$ cat src/rtl/fb_write_scheduler.sv
`default_nettype none
//------------------------------------------------------------------------------
// Module   : fb_write_scheduler
// Purpose  : Turns single-pixel write requests and whole-screen clear requests
//            into per-partition, per-lane framebuffer write strobes. The
//            framebuffer is split into PARTITION banks, each holding
//            WORDS_PER_PART words of PIXELS_PER_DATA pixels. Consecutive
//            words are interleaved across the partitions.
// Ports    : clk          - sole clock, rising edge
//            reset        - synchronous active-high reset
//            px_valid     - pixel write request
//            px_ready     - pixel request accepted when px_valid & px_ready
//            px_x, px_y   - pixel coordinate
//            px_color     - pixel value
//            clear_start  - one-cycle request to fill the whole framebuffer
//            clear_color  - fill value, sampled with clear_start
//            clear_busy   - high while clear writes are being issued
//            clear_done   - pulse concurrent with the last clear write
//            err_oob      - sticky flag, out-of-range pixel seen
//            fb_wr_addr   - per-partition word address
//            fb_wr_data   - per-lane write data
//            fb_wr_en     - per-lane write enable
// Revision : 1.0 - initial release
//------------------------------------------------------------------------------
module fb_write_scheduler #(
   parameter int  RESOLUTION_X    = 400,
   parameter int  RESOLUTION_Y    = 300,
   parameter int  PIXEL_BITS      = 8,
   localparam int PIXEL_COUNT     = RESOLUTION_X * RESOLUTION_Y,
   localparam int PARTITION       = 16,
   localparam int PIXELS_PER_DATA = 4,
   localparam int WORDS_PER_PART  = PIXEL_COUNT / 64,
   localparam int ADDR_BITS       = (WORDS_PER_PART > 1) ? $clog2(WORDS_PER_PART) : 1,
   localparam int X_BITS          = $clog2(RESOLUTION_X),
   localparam int Y_BITS          = $clog2(RESOLUTION_Y)
) (
   input  logic                                                   clk,
   input  logic                                                   reset,
   input  logic                                                   px_valid,
   output logic                                                   px_ready,
   input  logic [X_BITS-1:0]                                      px_x,
   input  logic [Y_BITS-1:0]                                      px_y,
   input  logic [PIXEL_BITS-1:0]                                  px_color,
   input  logic                                                   clear_start,
   input  logic [PIXEL_BITS-1:0]                                  clear_color,
   output logic                                                   clear_busy,
   output logic                                                   clear_done,
   output logic                                                   err_oob,
   output logic [PARTITION-1:0][ADDR_BITS-1:0]                    fb_wr_addr,
   output logic [PARTITION-1:0][PIXELS_PER_DATA-1:0][PIXEL_BITS-1:0] fb_wr_data,
   output logic [PARTITION-1:0][PIXELS_PER_DATA-1:0]              fb_wr_en
);

   // Linear pixel index width; wide enough for every in-range pixel.
   localparam int IDX_BITS = $clog2(PIXEL_COUNT);

   localparam logic [0:0] S_IDLE  = 1'b0;
   localparam logic [0:0] S_CLEAR = 1'b1;

   // One extra bit so that a power-of-two resolution does not wrap to 0.
   localparam logic [X_BITS:0]         c_RES_X_EXT = (X_BITS + 1)'(RESOLUTION_X);
   localparam logic [Y_BITS:0]         c_RES_Y_EXT = (Y_BITS + 1)'(RESOLUTION_Y);
   localparam logic [IDX_BITS-1:0]     c_RES_X_IDX = IDX_BITS'(RESOLUTION_X);
   localparam logic [ADDR_BITS-1:0]    c_LAST_ADDR = ADDR_BITS'(WORDS_PER_PART - 1);

   //---------------------------------------------------------------------------
   // State and output registers
   //---------------------------------------------------------------------------
   logic [0:0]                                              r_state;
   logic [ADDR_BITS-1:0]                                    r_clr_cnt;
   logic [PIXEL_BITS-1:0]                                   r_clr_color;
   logic                                                    r_clear_busy;
   logic                                                    r_clear_done;
   logic                                                    r_err_oob;
   logic [PARTITION-1:0][ADDR_BITS-1:0]                     r_wr_addr;
   logic [PARTITION-1:0][PIXELS_PER_DATA-1:0][PIXEL_BITS-1:0] r_wr_data;
   logic [PARTITION-1:0][PIXELS_PER_DATA-1:0]               r_wr_en;

   //---------------------------------------------------------------------------
   // Pixel address decode
   //---------------------------------------------------------------------------
   logic                  w_x_ok;
   logic                  w_y_ok;
   logic                  w_in_range;
   logic [IDX_BITS-1:0]   w_idx;
   logic [3:0]            w_part;
   logic [1:0]            w_lane;
   logic [ADDR_BITS-1:0]  w_px_addr;
   logic                  w_px_ready;
   logic                  w_accept;

   always_comb begin
      w_x_ok     = {1'b0, px_x} < c_RES_X_EXT;
      w_y_ok     = {1'b0, px_y} < c_RES_Y_EXT;
      w_in_range = w_x_ok & w_y_ok;
      // Out-of-range coordinates may overflow this product; such pixels are
      // dropped, so the wrapped index is never used for a write.
      w_idx      = IDX_BITS'(px_y) * c_RES_X_IDX + IDX_BITS'(px_x);
      w_lane     = w_idx[1:0];
      w_part     = w_idx[5:2];
      w_px_addr  = ADDR_BITS'(w_idx >> 6);
   end

   // clear_start wins over a simultaneous pixel; nothing is accepted in reset.
   assign w_px_ready = ~reset & (r_state == S_IDLE) & ~clear_start;
   assign w_accept   = px_valid & w_px_ready;

   //---------------------------------------------------------------------------
   // Next-state / next-output logic
   //---------------------------------------------------------------------------
   logic [0:0]                                              w_state_nxt;
   logic [ADDR_BITS-1:0]                                    w_cnt_nxt;
   logic [ADDR_BITS-1:0]                                    w_cnt_inc;
   logic                                                    w_last;
   logic                                                    w_busy_nxt;
   logic                                                    w_done_nxt;
   logic                                                    w_fill;
   logic [ADDR_BITS-1:0]                                    w_fill_addr;
   logic [PIXEL_BITS-1:0]                                   w_fill_color;
   logic [PARTITION-1:0][ADDR_BITS-1:0]                     w_addr_nxt;
   logic [PARTITION-1:0][PIXELS_PER_DATA-1:0][PIXEL_BITS-1:0] w_data_nxt;
   logic [PARTITION-1:0][PIXELS_PER_DATA-1:0]               w_en_nxt;

   assign w_cnt_inc = r_clr_cnt + ADDR_BITS'(1);
   assign w_last    = (r_clr_cnt == c_LAST_ADDR);

   always_comb begin
      w_state_nxt  = r_state;
      w_cnt_nxt    = r_clr_cnt;
      w_busy_nxt   = 1'b0;
      w_done_nxt   = 1'b0;
      w_fill       = 1'b0;
      w_fill_addr  = '0;
      w_fill_color = r_clr_color;
      w_addr_nxt   = '0;
      w_data_nxt   = '0;
      w_en_nxt     = '0;

      if (r_state == S_IDLE) begin
         if (clear_start) begin
            // First clear write goes out in the very next cycle, so the
            // incoming colour is used directly rather than the latched copy.
            w_state_nxt  = S_CLEAR;
            w_cnt_nxt    = '0;
            w_busy_nxt   = 1'b1;
            w_done_nxt   = (c_LAST_ADDR == '0);
            w_fill       = 1'b1;
            w_fill_addr  = '0;
            w_fill_color = clear_color;
         end else if (w_accept && w_in_range) begin
            w_en_nxt[w_part][w_lane]   = 1'b1;
            w_data_nxt[w_part][w_lane] = px_color;
            w_addr_nxt[w_part]         = w_px_addr;
         end
      end else begin
         // r_clr_cnt holds the address currently on the bus.
         if (w_last) begin
            w_state_nxt = S_IDLE;
         end else begin
            w_cnt_nxt   = w_cnt_inc;
            w_busy_nxt  = 1'b1;
            w_done_nxt  = (w_cnt_inc == c_LAST_ADDR);
            w_fill      = 1'b1;
            w_fill_addr = w_cnt_inc;
         end
      end

      if (w_fill) begin
         w_en_nxt = '1;
         for (int p = 0; p < PARTITION; p++) begin
            w_addr_nxt[p] = w_fill_addr;
            for (int l = 0; l < PIXELS_PER_DATA; l++) begin
               w_data_nxt[p][l] = w_fill_color;
            end
         end
      end
   end

   //---------------------------------------------------------------------------
   // Registers
   //---------------------------------------------------------------------------
   always_ff @(posedge clk) begin
      if (reset) begin
         r_state      <= S_IDLE;
         r_clr_cnt    <= '0;
         r_clr_color  <= '0;
         r_clear_busy <= 1'b0;
         r_clear_done <= 1'b0;
         r_err_oob    <= 1'b0;
         r_wr_addr    <= '0;
         r_wr_data    <= '0;
         r_wr_en      <= '0;
      end else begin
         r_state      <= w_state_nxt;
         r_clr_cnt    <= w_cnt_nxt;
         r_clear_busy <= w_busy_nxt;
         r_clear_done <= w_done_nxt;
         r_wr_addr    <= w_addr_nxt;
         r_wr_data    <= w_data_nxt;
         r_wr_en      <= w_en_nxt;
         if (r_state == S_IDLE && clear_start) begin
            r_clr_color <= clear_color;
         end
         if (w_accept && !w_in_range) begin
            r_err_oob <= 1'b1;
         end
      end
   end

   assign px_ready   = w_px_ready;
   assign clear_busy = r_clear_busy;
   assign clear_done = r_clear_done;
   assign err_oob    = r_err_oob;
   assign fb_wr_addr = r_wr_addr;
   assign fb_wr_data = r_wr_data;
   assign fb_wr_en   = r_wr_en;

endmodule
`default_nettype wire
$ cat config.mk
export PLATFORM = sky130hd
export DESIGN_NAME = fb_write_scheduler
export DESIGN_NICKNAME = d
export VERILOG_FILES = /design/src/rtl/fb_write_scheduler.sv
export SDC_FILE = /design/constraint.sdc
export NUM_CORES = 1
export LEC_CHECK = 0
export BUFFER_PORTS_ARGS = -buffer_cell sky130_fd_sc_hd__buf_2
export CAP_MARGIN = 20
export CORE_AREA = 5 5 309 311
export DETAILED_ROUTE_END_ITERATION = 16
export DIE_AREA = 0 0 314 316
export SLEW_MARGIN = 15
export SYNTH_ARGS = -nofsm -noshare
export SYNTH_HDL_FRONTEND = slang
export SYNTH_SLANG_ARGS = --single-unit
$ cat constraint.sdc
create_clock -name clk -period 3.6 [get_ports clk]
set_input_delay 0.54 -clock clk [delete_from_list [all_inputs] [get_ports clk]]
set_output_delay 0.54 -clock clk [all_outputs]
set_load 0.05 [all_outputs]
==> flow_summary.toml <==
[power_and_ir_drop]
peakVddDrop_mv = 0.419
power_density_nw_per_um2 = 663
leakage_nw = 14.8
total_power_mw = 20.8

[synth]
synthCells = 2191
yosys.area.top_type = "dfxtp_1"
ys_seq_elements = 774
syn_nets = 2275
netlist_area_sq_um = 22800
synth_top_area_share_pct = 68.0
synth_warnings = 0
synth-edff-count = 0
synth_seq_area_share_pct = 68.0
postSynth.asyncResetShare_pct = 0
yosys-top-cells-area = "dfxtp_1 (68%), o21ai_0 (13%), nand2_1 (4.5%)"
synth_cell_type_count = 57
synth.avg_cell_area_sq_um = 10.4
synth_top_flop_cell = "dfxtp_1"

[hold_path]
hp-class = "in -> reg"
whs_path_depth = 3

[clock_tree]
cts.clk_slew.worst_paths_ps = 60
clock-sinks = 774
ctsHoldBuffers = 0
h-tree-depth = 3
postCtsSetupBuffers = 0
cts_max_path_buffers = 3
cts_tree = "done"
cts_made_buffers = 80
clk_latency_ps = 650
cts.repair.resized = 0
root_buffer = "clkbuf_16"

[route]
vias = 19300
drt_iter0_markers = 1667
avgViaCountPerCell = 4.54
dr.pass1.iters = 5
ant_nets = 0
wl_met3_um = 8030
wl_met2_um = 48900
routedLengthMet1_um = 39900
finalWirelength_um = 101000
drc = 0
highest_layer = "met5"
routedWlPerCell_um = 23.6

[global_route]
grt_max_degree = 91
track_usage_pct = 19.2
grt_pass1_wl_um = 139000
antenna_found_initial = 11
grt-ovfl-total = 0
grt_pass1_vias = 19300

[critical_path]
reg2reg_depth = 7
worstPathRequired_ps = 4070
worstPathArrival_ps = 3740
slowest_delay_ps = 470
startpoint_type = "input port"
end_kind = "flip-flop"
crit_type = "in -> reg"
crit_top_cell = "ha_1"
r2r_slack_ps = 510
cp_slowest_cell = "fa_1"
crit_chain = "buf_2 -> buf_4 -> ha_1 -> ha_1 -> inv_1 -> fa_1 -> inv_1 -> ha_1 -> a21oi_1 -> xnor2_1 -> nor4bb_1 -> nand4_1 -> xnor2_1 -> buf_4 -> o21ai_0"
worstPathMaxFanout = 16

[final_layout]
fin_nets = 3075
fill_cells = 9489
final_cells = 4258
areaGrowthSynthToFinish_pct = 37.5
drive_gt1_share_pct = 35.1

[placement]
gp_congestion = 0.845
dp_hpwl_um = 70600
port_buffers = 793
dp.cells = 4106

[floorplanning]
die_x_um = 314
num_rows = 112
coreArea_sq_um = 92500
start_util_pct = 24.6
ios = 794
die_h_um = 316
die_area_sq_um = 99200

[status]
status = "finished clean"

[sta]
fmax_mhz = 306
tightest_slew_ps = 1040
relSlewSlack_pct = 30.2
fin_crit_sh_pct = 90.7
slew_viol_final = 0
finalHoldViolations = 0
final-setup-viol-count = 0
clock_skew_ps = 38.1
rsz0062_at_grt = "no"
fin_crit_ps = 3270

[job]
drv_cap = 0
[Yosys cell counts (all sizes together) (5+ instances only)]
master  number
dfxtp      774
o21ai      602
nand2      274
clkbuf     136
a21oi      120
nor2        48
ha          41
buf         36
nor3        20
inv         19
xnor2       18
nand2b      13
nand3       10
xor2        10
mux2i        8
a211oi       5
fa           5
[metal layers]
metal | track usage, % | up-vias
met4 | 7.09 | 4
met3 | 5.58 | 195
met5 | 0 | -
met1 | 23.1 | 9302
li1 | - | 8968
met2 | 33.0 | 877
[flip-flops by register name, indices dropped and copies added, names as in the netlist]
register / cells
clear_busy: 1
fb_wr_en: 64
r_clr_cnt: 11
err_oob: 1
fb_wr_addr: 176
r_clr_color: 8
clear_done: 1
fb_wr_data: 512
[metrics by stage]
| stage | area, sq um | worst slack [ps] | TNS [ps] | utilization, % | hold WS, ps |
|---|---|---|---|---|---|
| 2_1_floorplan | 22800 | 9.21 | 0 | - | 476 |
| 3_3_place_gp | 28600 | -252 | -6150 | 30.9 | 447 |
| 3_5_place_dp | 28600 | -309 | -9840 | 30.9 | 450 |
| 4_1_cts | 31300 | 393 | 0 | 33.9 | 163 |
| 5_1_grt | 31300 | 192 | 0 | 33.9 | 222 |
| 6_report | 31300 | 333 | 0 | 33.9 | 231 |
[worst paths after layout]
check / startpoint / endpoint
worst max-delay path: px_y[4] / fb_wr_addr[131]
worst max register to register: clear_busy / fb_wr_data[174]
worst min register to register: err_oob / err_oob
worst min-delay path: clear_color[1] / r_clr_color[1]
[logic make-up (layout without fill, tap and decap cells)]
logic type               count (synthesis)  in the layout  share of synthesized area (%)
flip-flops                             774            774                           68.0
AO/OA/AOI/OAI                          744            744                           16.7
AND/OR/NAND/NOR                        399            399                           7.74
buffers and inverters                  192           1053                           3.42
adder cells (fa/ha/maj)                 46             46                           2.69
XOR/XNOR                                28             28                           1.08
multiplexers                             8              8                          0.351
other                                    0              9                              0
[critical path, delay by kind of cell]
family                   cells  cell delay, ps
AO/OA/AOI/OAI                2             400
buffers and inverters        5             570
adder cells (fa/ha/maj)      4            1350
XOR/XNOR                     2             430
AND/OR/NAND/NOR              2             450
[power by group]
group	leakage, nW	internal (mW)	switching, mW	total [mW]
clock	1.33	4.95	3.54	8.49
combinational	7.18	0.778	2.48	3.26
sequential	6.32	8.92	0.103	9.03
total	14.8	14.6	6.13	20.8
[layout make-up]
type                       count  area [sq um]  share of cell area [%]
timing repair buffer         890          4870                    15.5
tap                         1197          1500                    4.78
multi-input combinational   1225          6670                    21.3
inverter                      20          75.1                   0.240
clock inverter                32           455                    1.45
sequential                   774         15500                    49.4
clock buffer                 111          2260                    7.21
antenna                        9          22.5                  0.0719
[layout by cell type, fill, tap and decap left out, drive strengths merged, types with 4 or more instances in the layout]
master	instances
buf	890
dfxtp	774
o21ai	602
nand2	274
a21oi	120
clkbuf	111
nor2	48
ha	41
inv	26
nor3	20
xnor2	18
clkinv	17
nand2b	13
nand3	10
xor2	10
diode	9
mux2i	8
bufinv	7
fa	5
a211oi	5
a21o	4
and3	4
nor2b	4
nor4	4
or2	4
(Power assumes the default switching activity.)
